## config.mk

```make
export PLATFORM = sky130hd
export DESIGN_NAME = rtc_field_writer
export DESIGN_NICKNAME = d
export VERILOG_FILES = /design/src/rtl/rtc_wr_pkg.sv /design/src/rtl/rtc_bcd_step.sv /design/src/rtl/rtc_field_writer.sv
export SDC_FILE = /design/constraint.sdc
export NUM_CORES = 1
export LEC_CHECK = 0
export ABC_AREA = 1
export BUFFER_PORTS_ARGS = -buffer_cell sky130_fd_sc_hd__buf_2
export CORE_MARGIN = 2
export CORE_UTILIZATION = 61
export DETAILED_ROUTE_END_ITERATION = 7
export PLACE_DENSITY = 0.87
export SYNTH_ARGS = -nofsm -noshare
export SYNTH_HDL_FRONTEND = slang
export SYNTH_SLANG_ARGS = --single-unit
```

## constraint.sdc

```tcl
create_clock -name i_clk -period 3.8 [get_ports i_clk]
set_input_delay 0.57 -clock i_clk [delete_from_list [all_inputs] [get_ports i_clk]]
set_output_delay 0.57 -clock i_clk [all_outputs]
set_load 0.005 [all_outputs]
```

## src/rtl/rtc_wr_pkg.sv

```systemverilog
// Shared types and constants for the RTC field-edit / write sequencer:
// FSM state encoding, field index map, field-to-register address table and
// packed-BCD single-step helpers.
package rtc_wr_pkg;

  typedef enum logic [1:0] {
    ST_IDLE     = 2'd0,
    ST_EDIT     = 2'd1,
    ST_COMMIT   = 2'd2,
    ST_WAIT_ACK = 2'd3
  } wr_state_e;

  // Field index map
  localparam int FIELD_SEC      = 0;
  localparam int FIELD_MIN      = 1;
  localparam int FIELD_HOUR     = 2;
  localparam int FIELD_DOW      = 3;
  localparam int FIELD_DATE     = 4;
  localparam int FIELD_MONTH    = 5;
  localparam int FIELD_YEAR     = 6;
  localparam int FIELD_TMR_MIN  = 7;
  localparam int FIELD_TMR_HOUR = 8;

  localparam int NUM_ADDR = 9;

  // RTC register address for each field index
  localparam logic [7:0] FIELD_ADDR [NUM_ADDR] = '{
    8'h00, 8'h01, 8'h02, 8'h03, 8'h04, 8'h05, 8'h06, 8'h10, 8'h11
  };

  // Two-digit packed-BCD increment (no range wrap; caller handles limits)
  function automatic logic [7:0] bcd_inc(input logic [7:0] v);
    logic [7:0] r;
    if (v[3:0] >= 4'd9) begin
      r = {v[7:4] + 4'd1, 4'd0};
    end else begin
      r = {v[7:4], v[3:0] + 4'd1};
    end
    return r;
  endfunction

  // Two-digit packed-BCD decrement (no range wrap; caller handles limits)
  function automatic logic [7:0] bcd_dec(input logic [7:0] v);
    logic [7:0] r;
    if (v[3:0] == 4'd0) begin
      r = {v[7:4] - 4'd1, 4'd9};
    end else begin
      r = {v[7:4], v[3:0] - 4'd1};
    end
    return r;
  endfunction

endpackage

```

## src/rtl/rtc_bcd_step.sv

```systemverilog
// Combinational single BCD step for the edit register.
// Generic mode: up/down with wrap between i_min and i_max.
// 12h mode: value is {b7, 1, pm, hour[4:0]} with hours 01..12; 11<->12
// toggles pm, 12 up wraps to 01 and 01 down wraps to 12.
// Simultaneous up and down (or neither) leaves the value unchanged.
module rtc_bcd_step
  import rtc_wr_pkg::*;
#(
  parameter int DATA_W = 8
) (
  input  logic [DATA_W-1:0] i_value,
  input  logic [DATA_W-1:0] i_min,
  input  logic [DATA_W-1:0] i_max,
  input  logic              i_up,
  input  logic              i_down,
  input  logic              i_is_12h,
  output logic [DATA_W-1:0] o_value
);

  logic [4:0] w_hour;
  logic [4:0] w_hour_next;
  logic       w_pm_next;

  // Next value for one button step in either generic or 12h format
  always_comb begin
    o_value     = i_value;
    w_hour      = i_value[4:0];
    w_hour_next = i_value[4:0];
    w_pm_next   = i_value[5];
    if (i_is_12h) begin
      if (i_up && !i_down) begin
        if (w_hour == 5'h12) begin
          w_hour_next = 5'h01;
        end else if (w_hour == 5'h11) begin
          w_hour_next = 5'h12;
          w_pm_next   = ~i_value[5];
        end else if (w_hour[3:0] >= 4'd9) begin
          w_hour_next = {1'b1, 4'd0};
        end else begin
          w_hour_next = {w_hour[4], w_hour[3:0] + 4'd1};
        end
      end else if (i_down && !i_up) begin
        if (w_hour <= 5'h01) begin
          w_hour_next = 5'h12;
        end else if (w_hour == 5'h12) begin
          w_hour_next = 5'h11;
          w_pm_next   = ~i_value[5];
        end else if (w_hour[3:0] == 4'd0) begin
          w_hour_next = {1'b0, 4'd9};
        end else begin
          w_hour_next = {w_hour[4], w_hour[3:0] - 4'd1};
        end
      end else begin
        w_hour_next = w_hour;
      end
      o_value = {i_value[7], 1'b1, w_pm_next, w_hour_next};
    end else begin
      if (i_up && !i_down) begin
        o_value = (i_value >= i_max) ? i_min : bcd_inc(i_value);
      end else if (i_down && !i_up) begin
        o_value = (i_value <= i_min) ? i_max : bcd_dec(i_value);
      end else begin
        o_value = i_value;
      end
    end
  end

endmodule

```

## src/rtl/rtc_field_writer.sv

```systemverilog
// RTC field-edit and write sequencer. Keeps an edit image of NUM_FIELDS BCD
// fields with per-field dirty bits, applies button steps to the open field,
// and on commit writes every dirty field (lowest index first) over a
// req/ack write port.
// Build option: define RTC_WR_12H_EN to treat field HOUR_IDX as a 12h hour
// (bit6 = 12h flag, bit5 = PM, fixed limits 01..12).
module rtc_field_writer
  import rtc_wr_pkg::*;
#(
  parameter int NUM_FIELDS = 9,
  parameter int ADDR_W     = 8,
  parameter int DATA_W     = 8,
  parameter int HOUR_IDX   = 2
) (
  input  logic                          i_clk,
  input  logic                          i_reset,
  input  logic [$clog2(NUM_FIELDS)-1:0] i_field_sel,
  input  logic                          i_edit_start,
  input  logic                          i_pb_up,
  input  logic                          i_pb_down,
  input  logic                          i_commit,
  input  logic                          i_abort,
  input  logic [DATA_W-1:0]             i_cur_value,
  input  logic [DATA_W-1:0]             i_field_min,
  input  logic [DATA_W-1:0]             i_field_max,
  output logic                          o_wr_req,
  output logic [ADDR_W-1:0]             o_wr_addr,
  output logic [DATA_W-1:0]             o_wr_data,
  input  logic                          i_wr_ack,
  output logic [DATA_W-1:0]             o_edit_value,
  output logic [NUM_FIELDS-1:0]         o_dirty,
  output logic                          o_busy,
  output logic                          o_done
);

  localparam int SEL_W = $clog2(NUM_FIELDS);

`ifdef RTC_WR_12H_EN
  localparam logic HOUR_12H = 1'b1;
`else
  localparam logic HOUR_12H = 1'b0;
`endif

  wr_state_e           r_state;
  wr_state_e           w_state_next;

  logic [DATA_W-1:0]   r_image [NUM_FIELDS];
  logic [NUM_FIELDS-1:0] r_dirty;
  logic [DATA_W-1:0]   r_edit_val;
  logic [SEL_W-1:0]    r_edit_idx;
  logic [DATA_W-1:0]   r_pre_image;
  logic                r_pre_dirty;
  logic [SEL_W-1:0]    r_wr_idx;
  logic                r_wr_req;
  logic [ADDR_W-1:0]   r_wr_addr;
  logic [DATA_W-1:0]   r_wr_data;
  logic                r_busy;
  logic                r_done;

  logic                w_any_dirty;
  logic [SEL_W-1:0]    w_low_idx;
  logic [DATA_W-1:0]   w_src_val;
  logic [DATA_W-1:0]   w_load_val;
  logic [DATA_W-1:0]   w_step_val;
  logic                w_load_12h;
  logic                w_edit_12h;
  logic                w_step_en;

  assign w_step_en  = i_pb_up ^ i_pb_down;
  assign w_load_12h = HOUR_12H && (i_field_sel == SEL_W'(HOUR_IDX));
  assign w_edit_12h = HOUR_12H && (r_edit_idx == SEL_W'(HOUR_IDX));

  rtc_bcd_step #(
    .DATA_W (DATA_W)
  ) u_step (
    .i_value  (r_edit_val),
    .i_min    (i_field_min),
    .i_max    (i_field_max),
    .i_up     (i_pb_up),
    .i_down   (i_pb_down),
    .i_is_12h (w_edit_12h),
    .o_value  (w_step_val)
  );

  // Priority pick of the lowest-indexed dirty field for the write burst
  always_comb begin
    w_any_dirty = 1'b0;
    w_low_idx   = '0;
    for (int k = NUM_FIELDS - 1; k >= 0; k--) begin
      w_low_idx   = r_dirty[k] ? SEL_W'(k) : w_low_idx;
      w_any_dirty = w_any_dirty | r_dirty[k];
    end
  end

  // Value loaded on edit_start: image if already modified, else live value, clamped to limits
  always_comb begin
    w_src_val  = r_dirty[i_field_sel] ? r_image[i_field_sel] : i_cur_value;
    w_load_val = w_src_val;
    if (w_load_12h) begin
      if ((w_src_val[7:6] == 2'b01) && (w_src_val[3:0] <= 4'd9) &&
          (w_src_val[4:0] >= 5'h01) && (w_src_val[4:0] <= 5'h12)) begin
        w_load_val = w_src_val;
      end else begin
        w_load_val = DATA_W'(8'h41);
      end
    end else begin
      if ((w_src_val < i_field_min) || (w_src_val > i_field_max)) begin
        w_load_val = i_field_min;
      end else begin
        w_load_val = w_src_val;
      end
    end
  end

  // FSM state register
  always_ff @(posedge i_clk) begin
    if (!i_reset) begin
      r_state <= ST_IDLE;
    end else begin
      r_state <= w_state_next;
    end
  end

  // FSM next-state logic; COMMIT/WAIT_ACK ignore the panel controls
  always_comb begin
    w_state_next = r_state;
    case (r_state)
      ST_IDLE: begin
        if (i_commit) begin
          w_state_next = ST_COMMIT;
        end else if (i_edit_start) begin
          w_state_next = ST_EDIT;
        end else begin
          w_state_next = ST_IDLE;
        end
      end
      ST_EDIT: begin
        if (i_commit) begin
          w_state_next = ST_COMMIT;
        end else if (i_abort) begin
          w_state_next = ST_IDLE;
        end else begin
          w_state_next = ST_EDIT;
        end
      end
      ST_COMMIT: begin
        if (w_any_dirty) begin
          w_state_next = ST_WAIT_ACK;
        end else begin
          w_state_next = ST_IDLE;
        end
      end
      ST_WAIT_ACK: begin
        if (i_wr_ack) begin
          w_state_next = ST_COMMIT;
        end else begin
          w_state_next = ST_WAIT_ACK;
        end
      end
      default: w_state_next = ST_IDLE;
    endcase
  end

  // Edit image, dirty tracking and registered write-port outputs
  always_ff @(posedge i_clk) begin
    if (!i_reset) begin
      for (int k = 0; k < NUM_FIELDS; k++) begin
        r_image[k] <= '0;
      end
      r_dirty     <= '0;
      r_edit_val  <= '0;
      r_edit_idx  <= '0;
      r_pre_image <= '0;
      r_pre_dirty <= 1'b0;
      r_wr_idx    <= '0;
      r_wr_req    <= 1'b0;
      r_wr_addr   <= '0;
      r_wr_data   <= '0;
      r_busy      <= 1'b0;
      r_done      <= 1'b0;
    end else begin
      r_done <= 1'b0;
      r_busy <= (w_state_next == ST_COMMIT) || (w_state_next == ST_WAIT_ACK);
      case (r_state)
        ST_IDLE: begin
          if (!i_commit && i_edit_start) begin
            r_edit_val  <= w_load_val;
            r_edit_idx  <= i_field_sel;
            r_pre_image <= r_image[i_field_sel];
            r_pre_dirty <= r_dirty[i_field_sel];
          end
        end
        ST_EDIT: begin
          if (i_commit) begin
            // edits already live in the image; nothing to move
          end else if (i_abort) begin
            r_image[r_edit_idx] <= r_pre_image;
            r_dirty[r_edit_idx] <= r_pre_dirty;
          end else if (i_edit_start) begin
            r_edit_val  <= w_load_val;
            r_edit_idx  <= i_field_sel;
            r_pre_image <= r_image[i_field_sel];
            r_pre_dirty <= r_dirty[i_field_sel];
          end else if (w_step_en) begin
            r_edit_val          <= w_step_val;
            r_image[r_edit_idx] <= w_step_val;
            r_dirty[r_edit_idx] <= 1'b1;
          end
        end
        ST_COMMIT: begin
          if (w_any_dirty) begin
            r_wr_req  <= 1'b1;
            r_wr_idx  <= w_low_idx;
            r_wr_addr <= ADDR_W'(FIELD_ADDR[w_low_idx]);
            r_wr_data <= r_image[w_low_idx];
          end else begin
            r_done <= 1'b1;
          end
        end
        ST_WAIT_ACK: begin
          if (i_wr_ack) begin
            r_dirty[r_wr_idx] <= 1'b0;
            r_wr_req          <= 1'b0;
          end
        end
        default: begin
          r_wr_req <= 1'b0;
        end
      endcase
    end
  end

  assign o_wr_req     = r_wr_req;
  assign o_wr_addr    = r_wr_addr;
  assign o_wr_data    = r_wr_data;
  assign o_dirty      = r_dirty;
  assign o_busy       = r_busy;
  assign o_done       = r_done;
  assign o_edit_value = (r_state == ST_EDIT) ? r_edit_val : i_cur_value;

endmodule

```

==> results.cfg <==
[status]
status = complete, no violations

[global_route]
antenna_found_initial = 1
grt_max_degree = 40
grt_use_total = 0.351
grt_first_pass_wirelength_um = 49200
grt_pass1_vias = 9234
overflow = 0

[finish]
final_core_util = 0.704
layout_commonest_cell = nand2_1
mostFrequentLayoutCells = nand2_1, nor2_1, o21ai_0
drive_above_1_share = 0.130
seqCellArea_mm2 = 0.00484
fin_nets = 1410
area_growth_pct = 12.3
fillers = 1310
diodes = 0
multi_input_area_mm2 = 0.00484

[worst_setup_path]
cp_data_required_time_ns = 4.11
cp_max_fo = 32
crit_path_cell_trace = buf_2, inv_2, buf_12, o21ai_0, o22ai_1, o21ai_0, o21ai_1, mux2_2, ha_1, nand2_1, o41ai_2, nand2_4, nand2_1, nand3_1, nand2_1, a21oi_2
reg2regPathDepth = 13
path_depth = 16
cp-end-kind = flop
path_common_cell = nand2_1
startpoint_type = primary input
critPathTopFamily = compound AO/OA/AOI/OAI gates
slowest_stage = o41ai_2
worst-path-buf-inv = 3
slowest_delay_ns = 0.83
cp.arrival_ns = 3.79
criticalPathCategory = in -> reg

[hold_path]
hold_depth = 4
hp-class = in -> reg

[route]
drt_wl_total_um = 31800
avgViaCountPerCell = 6.56
ant_nets = 0
avgRoutedWirePerCell_um = 20.3
post-route-drc-count = 0
dr.pass1.iters = 6
drtIter0Drc = 1477
num_vias = 10300

[synthesis]
synth_seq_cells = 178
synth_area_mm2 = 0.0105
avgSynthCellArea_um2 = 8.25
synth_cell_type_count = 43
syn_inst = 1268
ys_warn_count = 0
synth_seq_area_share = 0.463

[placement]
place_hpwl_um = 22800
place.gp.congestion = 0.982
port_buffers = 67

[floorplanning]
dieWidth_um = 135
die_y_um = 135
num_io_pins = 72
start_util = 0.627
design.die.area_mm2 = 0.0182
core_mm2 = 0.0167
row_count = 47

[clock_network]
clock_latency_ns = 0.44
cts.clk_slew.worst_paths_ns = 0.07
cts-root-buf = clkbuf_16
cts_hold_buf = 0
cts_inserted_buffers = 17
cts.sinks = 178
clk_path_buf_depth = 2
cts_tree = yes
htree_levels = 4
ctsResizeCount = 0
postCtsSetupBuffers = 0

[timing]
grt_setup_unrepaired = no
layout_min_cycle_time_ns = 3.48
finalSetupViolCount = 0
tightest_slew_ns = 0.953
final_hold_viol_count = 0
slew_headroom = 0.357
finalCritPeriodShare = 0.916
max_freq_ghz = 0.287
finalClockSkew_ns = 0.0113
drv_slew = 0

[power_and_ir_drop]
cellLeakagePower_nw = 4.86
p_per_area_mw_per_mm2 = 476
p_total_mw = 5.59
ir_drop_mv = 0.582

[job]
drv_cap = 0
[registers in the layout, summed over array words and instances (netlist names)]
register / count
o_wr_data: 8
r_image: 128
o_dirty: 9
r_pre_image: 8
o_wr_addr: 4
r_pre_dirty: 1
o_wr_req: 1
r_state: 2
r_edit_val: 8
r_wr_idx: 4
o_done: 1
r_edit_idx: 4
[worst reg2reg max path, cell delays in order, from the launching register on]
cell	delay [ns]
dfxtp_1	0.36
inv_1	0.12
nor3_1	0.27
nand3_1	0.20
nand2_4	0.22
mux2_2	0.39
ha_1	0.30
nand2_1	0.08
o41ai_2	0.83
nand2_4	0.17
nand2_1	0.10
nand3_1	0.07
nand2_1	0.08
a21oi_2	0.05
[routing by layer]
metal	share of wire	vias to the layer above	track usage
li1	-	4651	-
met1	0.38	4707	0.485
met2	0.45	815	0.549
met3	0.13	120	0.0747
met4	0.035	2	0.133
met5	0.00022	-	0
[synth_stat cells, drive strengths merged]
master / number / area [µm²]
nand2: 173 / 674
o21ai: 162 / 826
nor2: 147 / 557
a21oi: 141 / 713
edfxtp: 128 / 3840
inv: 118 / 443
nand3: 75 / 380
dfxtp: 50 / 1000
ha: 38 / 475
o211ai: 37 / 278
buf: 35 / 218
clkbuf: 33 / 124
o22ai: 21 / 131
a31oi: 18 / 113
and3: 18 / 113
o221ai: 17 / 149
a211oi: 10 / 75.1
a221oi: 10 / 87.6
nor3: 8 / 51.3
xor2: 5 / 43.8
clkinv: 4 / 15.0
or2: 4 / 25.0
nand4: 3 / 18.8
nor4: 3 / 25.0
o21a: 3 / 22.5
o311ai: 2 / 17.5
o31ai: 2 / 15.0
conb: 1 / 3.75
mux2: 1 / 11.3
o41ai: 1 / 16.3
[power by group]
part | internal (mW) | switching (mW)
sequential | 2.20 | 0.0818
clock | 0.946 | 0.842
combinational | 0.464 | 1.05
[path summary, 6_finish.rpt]
check | from | end | slack, ns
worst max-delay path | i_field_sel[0] | r_edit_val[5] | 0.32
worst min-delay path | i_wr_ack | o_wr_req | 0.44
worst max register to register | o_dirty[8] | r_edit_val[5] | 0.44
worst min register to register | o_wr_addr[2] | o_wr_addr[2] | 0.47
[logic make-up (layout without fill, tap and decap cells)]
group	after synthesis	after routing	share of synthesized area
flops	178	178	0.463
simple gates	431	431	0.176
buf+inv	190	268	0.0764
xor+xnor	5	5	0.00418
mux	1	1	0.00108
compound gates	424	424	0.233
fa+ha+maj	38	38	0.0454
other cells	1	4	0.000358
[area by class of cell]
cell class | instances | share of cell area
Sequential cell | 178 | 0.412
Multi-Input combinational cell | 903 | 0.411
Timing Repair Buffer | 114 | 0.0628
Inverter | 122 | 0.0389
Clock buffer | 17 | 0.0362
Tap cell | 220 | 0.0234
Clock inverter | 15 | 0.0152
[per-stage QoR]
step / cell area (µm²) / worst slack [ns] / TNS (ns) / hold WS [ns] / instances
floorplan: 10500 / 0.548 / 0 / 0.460 / 1271
global placement: 11200 / 0.00828 / 0 / 0.448 / 1537
detailed placement: 11200 / -0.0402 / -0.246 / 0.455 / 1537
CTS: 11800 / 0.412 / 0 / 0.432 / 1569
global route: 11800 / 0.0818 / 0 / 0.453 / 1569
finish: 11800 / 0.319 / 0 / 0.438 / 1569
No activity file was read; power rests on OpenSTA's default activity.
